==> config.mk <==
export PLATFORM = sky130hd
export DESIGN_NAME = ps2_mouse_packetizer
export DESIGN_NICKNAME = d
export VERILOG_FILES = /design/src/rtl/pcw_mouse_pkg.sv /design/src/rtl/ps2_frame_rx.sv /design/src/rtl/ps2_mouse_packetizer.sv
export SDC_FILE = /design/constraint.sdc
export NUM_CORES = 1
export LEC_CHECK = 0
export BUFFER_PORTS_ARGS = -buffer_cell sky130_fd_sc_hd__buf_2
export CAP_MARGIN = 20
export CORE_ASPECT_RATIO = 0.75
export CORE_MARGIN = 2
export CORE_UTILIZATION = 61
export CTS_BUF_LIST = sky130_fd_sc_hd__clkbuf_4 sky130_fd_sc_hd__clkbuf_8
export DETAILED_ROUTE_END_ITERATION = 12
export GPL_TIMING_DRIVEN = 1
export PLACE_DENSITY = 0.81
export RECOVER_POWER = 25
export SLEW_MARGIN = 20
export SYNTH_ARGS = -nofsm -noshare
export SYNTH_HDL_FRONTEND = slang
export SYNTH_SLANG_ARGS = --single-unit
export TNS_END_PERCENT = 30
==> constraint.sdc <==
create_clock -name clk_sys -period 2.4 [get_ports clk_sys]
set_clock_uncertainty 0.05 [all_clocks]
set_input_delay 0.48 -clock clk_sys [delete_from_list [all_inputs] [get_ports clk_sys]]
set_output_delay 0.48 -clock clk_sys [all_outputs]
set_load 0.03 [all_outputs]
==> src/rtl/pcw_mouse_pkg.sv <==
// Shared types and constants for the PS/2 mouse receive path.
package pcw_mouse_pkg;

    typedef enum logic [1:0] {
        ST_IDLE   = 2'd0,
        ST_DATA   = 2'd1,
        ST_PARITY = 2'd2,
        ST_STOP   = 2'd3
    } frame_state_t;

    localparam int TOGGLE_BIT          = 24;
    localparam int SYNC_BIT            = 3;
    localparam int DEFAULT_FILTER_LEN  = 8;
    localparam int DEFAULT_TIMEOUT_CYC = 100000;

    // Eight data bits plus the parity bit must carry an odd number of ones.
    function automatic logic odd_parity_ok(input logic [7:0] data, input logic parity);
        return ^{data, parity};
    endfunction

endpackage

==> src/rtl/ps2_frame_rx.sv <==
// Synchronises and deglitches the PS/2 lines and deframes one 11-bit byte at a time.
module ps2_frame_rx
    import pcw_mouse_pkg::*;
#(
    parameter int FILTER_LEN = DEFAULT_FILTER_LEN
) (
    input  logic       clk_sys,
    input  logic       reset,
    input  logic       ps2_clk,
    input  logic       ps2_data,
    input  logic       abort,
    output logic [7:0] byte_data,
    output logic       byte_valid,
    output logic       byte_err,
    output logic       fall_edge,
    output logic       busy
);

    localparam int FCW = $clog2(FILTER_LEN + 1);

    logic [1:0] raw_vec;
    logic [1:0] sync_vec;

    assign raw_vec = {ps2_data, ps2_clk};

    generate
        for (genvar gi = 0; gi < 2; gi++) begin : g_sync
            logic meta_reg;
            logic sync_reg;
            always_ff @(posedge clk_sys) begin
                if (reset) begin
                    meta_reg <= 1'b1;
                    sync_reg <= 1'b1;
                end else begin
                    meta_reg <= raw_vec[gi];
                    sync_reg <= meta_reg;
                end
            end
            assign sync_vec[gi] = sync_reg;
        end
    endgenerate

    logic           sync_clk;
    logic           sync_data;
    logic [FCW-1:0] filt_cnt_reg;
    logic           filt_clk_reg;
    logic           filt_clk_d_reg;

    assign sync_clk  = sync_vec[0];
    assign sync_data = sync_vec[1];

    // The counter tracks how long the synchronised clock has disagreed with the filtered one.
    always_ff @(posedge clk_sys) begin
        if (reset) begin
            filt_cnt_reg   <= '0;
            filt_clk_reg   <= 1'b1;
            filt_clk_d_reg <= 1'b1;
        end else begin
            filt_clk_d_reg <= filt_clk_reg;
            if (sync_clk == filt_clk_reg) begin
                filt_cnt_reg <= '0;
            end else if (filt_cnt_reg == FCW'(FILTER_LEN - 1)) begin
                filt_clk_reg <= sync_clk;
                filt_cnt_reg <= '0;
            end else begin
                filt_cnt_reg <= filt_cnt_reg + 1'b1;
            end
        end
    end

    assign fall_edge = filt_clk_d_reg & ~filt_clk_reg;

    frame_state_t state_reg;
    frame_state_t state_next;
    logic [2:0]   bit_cnt_reg;
    logic [7:0]   shift_reg;
    logic         parity_reg;

    always_ff @(posedge clk_sys) begin
        if (reset) begin
            state_reg <= ST_IDLE;
        end else begin
            state_reg <= state_next;
        end
    end

    always_comb begin
        state_next = state_reg;
        if (abort) begin
            state_next = ST_IDLE;
        end else if (fall_edge) begin
            case (state_reg)
                ST_IDLE:   if (!sync_data) state_next = ST_DATA;
                ST_DATA:   if (bit_cnt_reg == 3'd7) state_next = ST_PARITY;
                ST_PARITY: state_next = ST_STOP;
                default:   state_next = ST_IDLE;
            endcase
        end
    end

    always_ff @(posedge clk_sys) begin
        if (reset) begin
            bit_cnt_reg <= '0;
            shift_reg   <= '0;
            parity_reg  <= 1'b0;
        end else if (abort) begin
            bit_cnt_reg <= '0;
        end else if (fall_edge) begin
            case (state_reg)
                ST_IDLE:   bit_cnt_reg <= '0;
                ST_DATA: begin
                    shift_reg   <= {sync_data, shift_reg[7:1]};
                    bit_cnt_reg <= bit_cnt_reg + 1'b1;
                end
                ST_PARITY: parity_reg <= sync_data;
                default:   ;
            endcase
        end
    end

    logic stop_edge;
    logic frame_good;

    always_comb begin
        stop_edge  = (state_reg == ST_STOP) && fall_edge && !abort;
        frame_good = sync_data && odd_parity_ok(shift_reg, parity_reg);
        byte_valid = stop_edge && frame_good;
        byte_err   = stop_edge && !frame_good;
        busy       = (state_reg != ST_IDLE);
        byte_data  = shift_reg;
    end

endmodule

==> src/rtl/ps2_mouse_packetizer.sv <==
// Assembles three received PS/2 bytes into a mouse packet with an inactivity abort.
module ps2_mouse_packetizer
    import pcw_mouse_pkg::*;
#(
    parameter int FILTER_LEN  = DEFAULT_FILTER_LEN,
    parameter int TIMEOUT_CYC = DEFAULT_TIMEOUT_CYC
) (
    input  logic        clk_sys,
    input  logic        reset,
    input  logic        ps2_clk,
    input  logic        ps2_data,
    output logic [24:0] ps2_mouse,
    output logic        frame_err
);

    localparam int TCW = $clog2(TIMEOUT_CYC + 1);

    logic [7:0]     byte_data;
    logic           byte_valid;
    logic           byte_err;
    logic           fall_edge;
    logic           busy;
    logic           abort;
    logic           counting;
    logic [TCW-1:0] idle_cnt_reg;
    logic [1:0]     byte_idx_reg;
    logic [7:0]     status_reg;
    logic [7:0]     x_reg;
    logic [24:0]    ps2_mouse_reg;
    logic           frame_err_reg;

    ps2_frame_rx #(
        .FILTER_LEN (FILTER_LEN)
    ) u_frame_rx (
        .clk_sys    (clk_sys),
        .reset      (reset),
        .ps2_clk    (ps2_clk),
        .ps2_data   (ps2_data),
        .abort      (abort),
        .byte_data  (byte_data),
        .byte_valid (byte_valid),
        .byte_err   (byte_err),
        .fall_edge  (fall_edge),
        .busy       (busy)
    );

    // An edge in the expiry cycle suppresses the abort; saturation prevents a repeat pulse.
    assign counting = busy || (byte_idx_reg != 2'd0);
    assign abort    = counting && !fall_edge && (idle_cnt_reg == TCW'(TIMEOUT_CYC - 1));

    always_ff @(posedge clk_sys) begin
        if (reset) begin
            idle_cnt_reg <= '0;
        end else if (fall_edge) begin
            idle_cnt_reg <= '0;
        end else if (counting && (idle_cnt_reg != TCW'(TIMEOUT_CYC))) begin
            idle_cnt_reg <= idle_cnt_reg + 1'b1;
        end
    end

    always_ff @(posedge clk_sys) begin
        if (reset) begin
            byte_idx_reg  <= 2'd0;
            status_reg    <= '0;
            x_reg         <= '0;
            ps2_mouse_reg <= '0;
            frame_err_reg <= 1'b0;
        end else begin
            frame_err_reg <= byte_err | abort;
            if (byte_err || abort) begin
                byte_idx_reg <= 2'd0;
            end else if (byte_valid) begin
                case (byte_idx_reg)
                    2'd0: begin
                        // A first byte without the always-one bit means we are out of step.
                        if (byte_data[SYNC_BIT]) begin
                            status_reg   <= byte_data;
                            byte_idx_reg <= 2'd1;
                        end
                    end
                    2'd1: begin
                        x_reg        <= byte_data;
                        byte_idx_reg <= 2'd2;
                    end
                    default: begin
                        ps2_mouse_reg <= {~ps2_mouse_reg[TOGGLE_BIT], byte_data, x_reg, status_reg};
                        byte_idx_reg  <= 2'd0;
                    end
                endcase
            end
        end
    end

    assign ps2_mouse = ps2_mouse_reg;
    assign frame_err = frame_err_reg;

endmodule

; ---- Yosys cells after proc, flatten, opt, wreduce, memory -nomap -nowiden
; Index checks and enable logic that the tools add are counted.
; W data, S select, Z words.
[totals]
latch_bits = 0
ramBits = 0
out_inout_bits = 26
mem_bits_ro = 0
reg_bits = 85
elab_cells = 79
mem_count = 0
inputBits = 4
[op_classes]
n_mul = 0
bitwise_logic = 8
n_lt_le_gt_ge = 0
n_mux = 6
reduce_logical = 33
n_addsub = 3
n_shift = 0
div_mod_pow = 0
eq_ne = 12
[ops]
columns = op, count
row1 = $add A17 B1 Y17 const B, 1
row2 = $eq A17 B17 Y1 const B, 1
row3 = $ne A17 B17 Y1 const B, 1
row4 = $reduce_and A3 Y1, 5
row5 = $reduce_xor A9 Y1, 1
row6 = $logic_and A1 B1 Y1, 8
row7 = $reduce_or A2 Y1, 4
row8 = $mux W2, 3
row9 = $not A1 Y1, 6
row10 = $pmux W2 S3, 1
row11 = $pmux W3 S2, 1
row12 = $reduce_and A2 Y1, 3
row13 = $reduce_bool A2 Y1, 3
row14 = $add A4 B1 Y4 const B, 1
row15 = $eq A2 B1 Y1 const B, 2
row16 = $eq A2 B2 Y1 const B, 2
row17 = $eq A4 B3 Y1 const B, 1
row18 = $logic_not A2 Y1, 2
row19 = $ne A2 B1 Y1 const B, 2
row20 = $pmux W2 S2, 1
row21 = $reduce_and A4 Y1, 1
row22 = $add A3 B1 Y3 const B, 1
row23 = $eq A3 B3 Y1 const B, 1
row24 = $logic_not A1 Y1, 3
row25 = 6 further kinds, 7

; ---- Longest topological paths before layout
[depth]
word_depth = 11
ltp_mapped = 8
mapped_depth_nobuf = 7

; ---- Modules after synthesis
; A second synthesis with hierarchy kept.
[unflattened]
cells_unflattened = 371
area_unflattened_um2 = 3756.1
[by_module_without_submodules]
columns = module, seq_area_each_um2, area_per_inst_um2, cells_per_inst, n_inst
row1 = ps2_mouse_packetizer, 1221.2, 2683.8, 267, 1
row2 = ps2_frame_rx, 480.5, 1072.3, 104, 1

; ---- Least setup slack after synthesis
; No wires, ideal clock.
[synth_path]
path_type = register to register
start = reg u_frame_rx.shift_reg[1] (netlist: u_frame_rx.byte_data[1])
end = reg ps2_mouse_reg[24] (netlist: ps2_mouse[24])
stages_incl_launch_ff = 7
setup_time_ns = 0.121
setup_slack_ns = 0.392
path_buffers = 1
t_arrival_ns = 1.837
period_less_slack_ns = 2.008
required_ns = 2.229
cell_sequence = dfxtp_1 -> xor2_1 -> xnor3_1 -> mux2_4 -> and3_4 -> buf_6 -> mux2_4
[synth_via]
elab_chain_cells = 7
word_cells_on_any_way = 8
classes_between = bitwise: 1 / reduce/logical: 7
[synth_lines]
columns = item, line
row1 = from (decl), ps2_frame_rx.sv:76  ; logic [7:0] shift_reg;
row2 = from (signal assigned), ps2_frame_rx.sv:112  ; shift_reg <= {sync_data, shift_reg[7:1]};
row3 = $reduce_xor A9 Y1 *, pcw_mouse_pkg.sv:18  ; return ^{data, parity};
row4 = $logic_and A1 B1 Y1 *, ps2_frame_rx.sv:126  ; frame_good = sync_data && odd_parity_ok(shift_reg, parity_reg);
row5 = $logic_not A1 Y1, ps2_frame_rx.sv:128  ; byte_err = stop_edge && !frame_good;
row6 = $logic_and A1 B1 Y1, ps2_frame_rx.sv:128
row7 = $logic_or A1 B1 Y1, ps2_mouse_packetizer.sv:70  ; if (byte_err || abort) begin
row8 = $not A1 Y1 (no source line), -
row9 = $reduce_and A3 Y1 (no source line) *, -
row10 = to (signal assigned), ps2_mouse_packetizer.sv:86  ; ps2_mouse_reg <= {~ps2_mouse_reg[TOGGLE_BIT], byte_data, x_reg, status_reg};
row11 = to (decl), ps2_mouse_packetizer.sv:29  ; logic [24:0] ps2_mouse_reg;
; Mark *: on every way between the ends. The rest lies on a longest branch, timed or not.
; A chain may end at the register's enable or synchronous reset.

; ---- Worst setup path in the final report
[layout_path]
start = reg u_frame_rx.state_reg[0]
end = reg idle_cnt_reg[14]
[layout_via]
elab_chain_cells = 3
[layout_lines]
columns = item, line
row1 = from (decl), ps2_frame_rx.sv:73  ; frame_state_t state_reg;
row2 = from (signal assigned), ps2_frame_rx.sv:83  ; state_reg <= state_next;
row3 = $reduce_bool A2 Y1, ps2_frame_rx.sv:129  ; busy = (state_reg != ST_IDLE);
row4 = $logic_or A1 B1 Y1, ps2_mouse_packetizer.sv:48  ; assign counting = busy || (byte_idx_reg != 2'd0);
row5 = $logic_and A1 B1 Y1, ps2_mouse_packetizer.sv:56  ; end else if (counting && (idle_cnt_reg != TCW'(TIMEOUT_CYC))) begin
row6 = to (signal assigned), ps2_mouse_packetizer.sv:57  ; idle_cnt_reg <= idle_cnt_reg + 1'b1;
row7 = to (decl), ps2_mouse_packetizer.sv:25  ; logic [TCW-1:0] idle_cnt_reg;
; No other way between the ends.

==> metrics.txt <==
clk root buf=clkbuf_8; setup repair after global routing missed its margin=no; layout net count=416; Critical Path Fanout Max=8; pins over their slew limit=0; clock power share=0.413; die height=69.8 um; Die ar.=6410 um2; Hold/Removal Path Class=primary input to flip-flop; Pint=1.92 mW; non-filler instance count after layout=483; Clock Path Buffers=2; R2R depth=7; Tot GR Track Use=0.220; post-synth top area share=0.483; pin count of the biggest net entering global routing=52; hold-fix buffers at CTS=0; Logic pwr share=0.014; Detailed Route WL=6.48 mm; Vias=2545; Net Sw Power=0.549 mW; DRC viols=0; Synth Net Count=388; Diodes inserted=0; io pins=30; clock latency at the later pin of the worst-skew pair=360 ps; peak supply drop=0.000462 V; depth of the CTS H-tree=3; Yosys cell types=40; Post-CTS Setup Bufs=0; CTS Buf Count=9; share of cells above drive strength 1=0.100; Final Hold Vio Count=0; Largest register FFs=25; Avg Inst Size Synth=9.40 um2; Worst Hold Launch=ps2_clk; kind of critical path=flip-flop to flip-flop; Filler cells=437; Sw Ratio=0.222; initial drt markers=131; RR Endpoint=idle_cnt_reg[14]$_SDFFE_PP0P_; post-cts gate resize count=0; Tmin final=2170 ps; IO buf count=29; CTS tree=built; Slew @ Worst Pin=742 ps; Wirelength per Cell=13.4 um; Leak Pwr=1.63 nW; Power, Total=2.47 mW; Hold Path End=u_frame_rx.g_sync[0].meta_reg$_SDFF_PP1_; CP Launch Type=flip-flop; Max-cap violations=0; RePlAce Congestion=0.800; worst r2r src=u_frame_rx.state_reg[0]$_SDFFE_PP0P_; YS warnings=0; CP endpoint kind=flip-flop; via/cell ratio=5.27; clk sinks=85; clock slew at reported path FFs=80 ps; Setup violations, final=0; Seq pwr share=0.572; Mapped Cells=375; global route overflow=0; vias in the first global route=2413; initial antenna violation count=0; Tcrit/Tclk final=0.905; post-route ant nets=0; global-route wire length before repair=11.1 mm; Yosys top cell by area=dfxtp_1; placed insts=467; Core Box Area=5470 um2; Initial Utilization=0.645; num rows=23; relative slew slack=0.504; WP data arrival=2360 ps; Synth area leaders=dfxtp_1, mux2i_1, nand2_1, ha_1, nor2_1; setup TNS=0 ps; drt first pass iters=4; run status=completed; flop-to-flop setup slack=230 ps; PD cells=633 nW/um2; DP HPWL=4.54 mm; #FFs+latches synth=85; Die W=91.8 um; Post-Syn Area=3530 um2; Hold Crit Depth=2; post-synthesis sequential area ratio=0.483; worst path required time=2590 ps; Area growth, synth to finish=10.7%; fmax=460 MHz
==> cell usage after synthesis <==
cell	n
nor3b_1	1
xnor2_1	8
nand3_1	10
nor2b_1	5
mux2_4	2
mux2i_1	43
nand4b_1	1
buf_2	1
nor4b_1	1
and2_1	3
nand2_1	78
o211ai_1	1
nand2b_1	1
inv_1	8
or4_1	3
and3_1	2
ha_1	9
or2_2	6
nor2_1	30
and3_4	1
and3b_1	2
or3b_2	1
nor4_1	2
a21oi_1	16
buf_6	3
nand4_1	3
dfxtp_1	85
a22oi_1	2
and4_1	1
o21a_1	1
nor3_1	2
or3_1	5
o41ai_2	1
xnor3_1	2
o21ai_0	6
clkinv_1	1
o2111ai_1	2
clkbuf_1	13
xor2_1	12
a21o_1	1
==> area by class of cell <==
class	instances	area, um2	share of cell area
Clock buffer	10	131	0.0337
Clock inverter	6	72.6	0.0186
Inverter	9	33.8	0.00865
Multi-Input combinational cell	264	1700	0.436
Sequential cell	85	1700	0.436
Tap cell	75	93.8	0.0240
Timing Repair Buffer	34	168	0.0429
==> how the worst max path moves through the flow <==
stage / from / to / slack (ps) / depth (start not counted)
global route: u_frame_rx.state_reg[0]$_SDFFE_PP0P_ / idle_cnt_reg[16]$_SDFFE_PP0P_ / 80 / 7
floorplan: u_frame_rx.byte_data[1]$_SDFFE_PP0P_ / ps2_mouse[24]$_SDFFE_PP0P_ / 390 / 6
global placement: u_frame_rx.byte_data[1]$_SDFFE_PP0P_ / status_reg[4]$_SDFFE_PP0P_ / 370 / 5
finish: u_frame_rx.state_reg[0]$_SDFFE_PP0P_ / idle_cnt_reg[14]$_SDFFE_PP0P_ / 230 / 7
detailed placement: u_frame_rx.state_reg[0]$_SDFFE_PP0P_ / idle_cnt_reg[14]$_SDFFE_PP0P_ / 280 / 7
CTS: u_frame_rx.state_reg[0]$_SDFFE_PP0P_ / idle_cnt_reg[14]$_SDFFE_PP0P_ / 260 / 7
==> logic make-up after synthesis <==
family | count (synthesis) | synth area share
buffers and inverters | 26 | 0.0344
multiplexers | 45 | 0.131
adder cells (fa/ha/maj) | 9 | 0.0319
flip-flops | 85 | 0.483
XOR/XNOR | 22 | 0.0625
AND/OR/NAND/NOR | 158 | 0.207
AO/OA/AOI/OAI | 30 | 0.0515
==> through the flow <==
stage                      util  hold WS (ps)  setup WS, ps  instance area, um2
after global routing      0.714           242          82.5                3900
after floorplan               -           339           392                3530
final                     0.714           249           228                3900
after global placement    0.682           348           366                3730
after CTS                 0.719           234           262                3930
after detailed placement  0.682           346           282                3730
==> power groups by stage <==
stage	sequential, mW	clock (mW)	combinational, mW
after floorplan	1.45	0	0.0271
after global placement	1.45	0	0.0363
after detailed placement	1.45	0	0.0367
after CTS	1.41	1.04	0.0369
after global routing	1.42	1.11	0.0411
final	1.41	1.02	0.0355
==> cell usage in the layout (no fill, tap or decap), types with 5 or more instances in the layout <==
cell type  count
clkbuf_8       9
buf_2         10
clkbuf_1      20
nand3_1       10
dfxtp_1       85
or3_1          5
o21ai_0        6
nor2b_1        5
xor2_1        12
xnor2_1        8
inv_1          8
nor2_1        30
a21oi_1       16
ha_1           9
nand2_1       78
mux2i_1       43
or2_2          6
==> metal layers <==
metal | vias up | GRT usage | wire length (um)
met5 | - | 0 | 0
met4 | 0 | 0.0912 | 82
met3 | 6 | 0.0554 | 321
met2 | 62 | 0.342 | 2890
met1 | 1167 | 0.294 | 3180
li1 | 1310 | - | -
==> worst max-delay path, cell delays in order (launching register included) <==
cell     delay, ps
dfxtp_1        390
inv_1           80
ha_1           250
nor3b_1        230
nor4_1         620
nand3_1        210
xor2_1         190
nor2_1          50
Power figures use the tool's default switching activity.
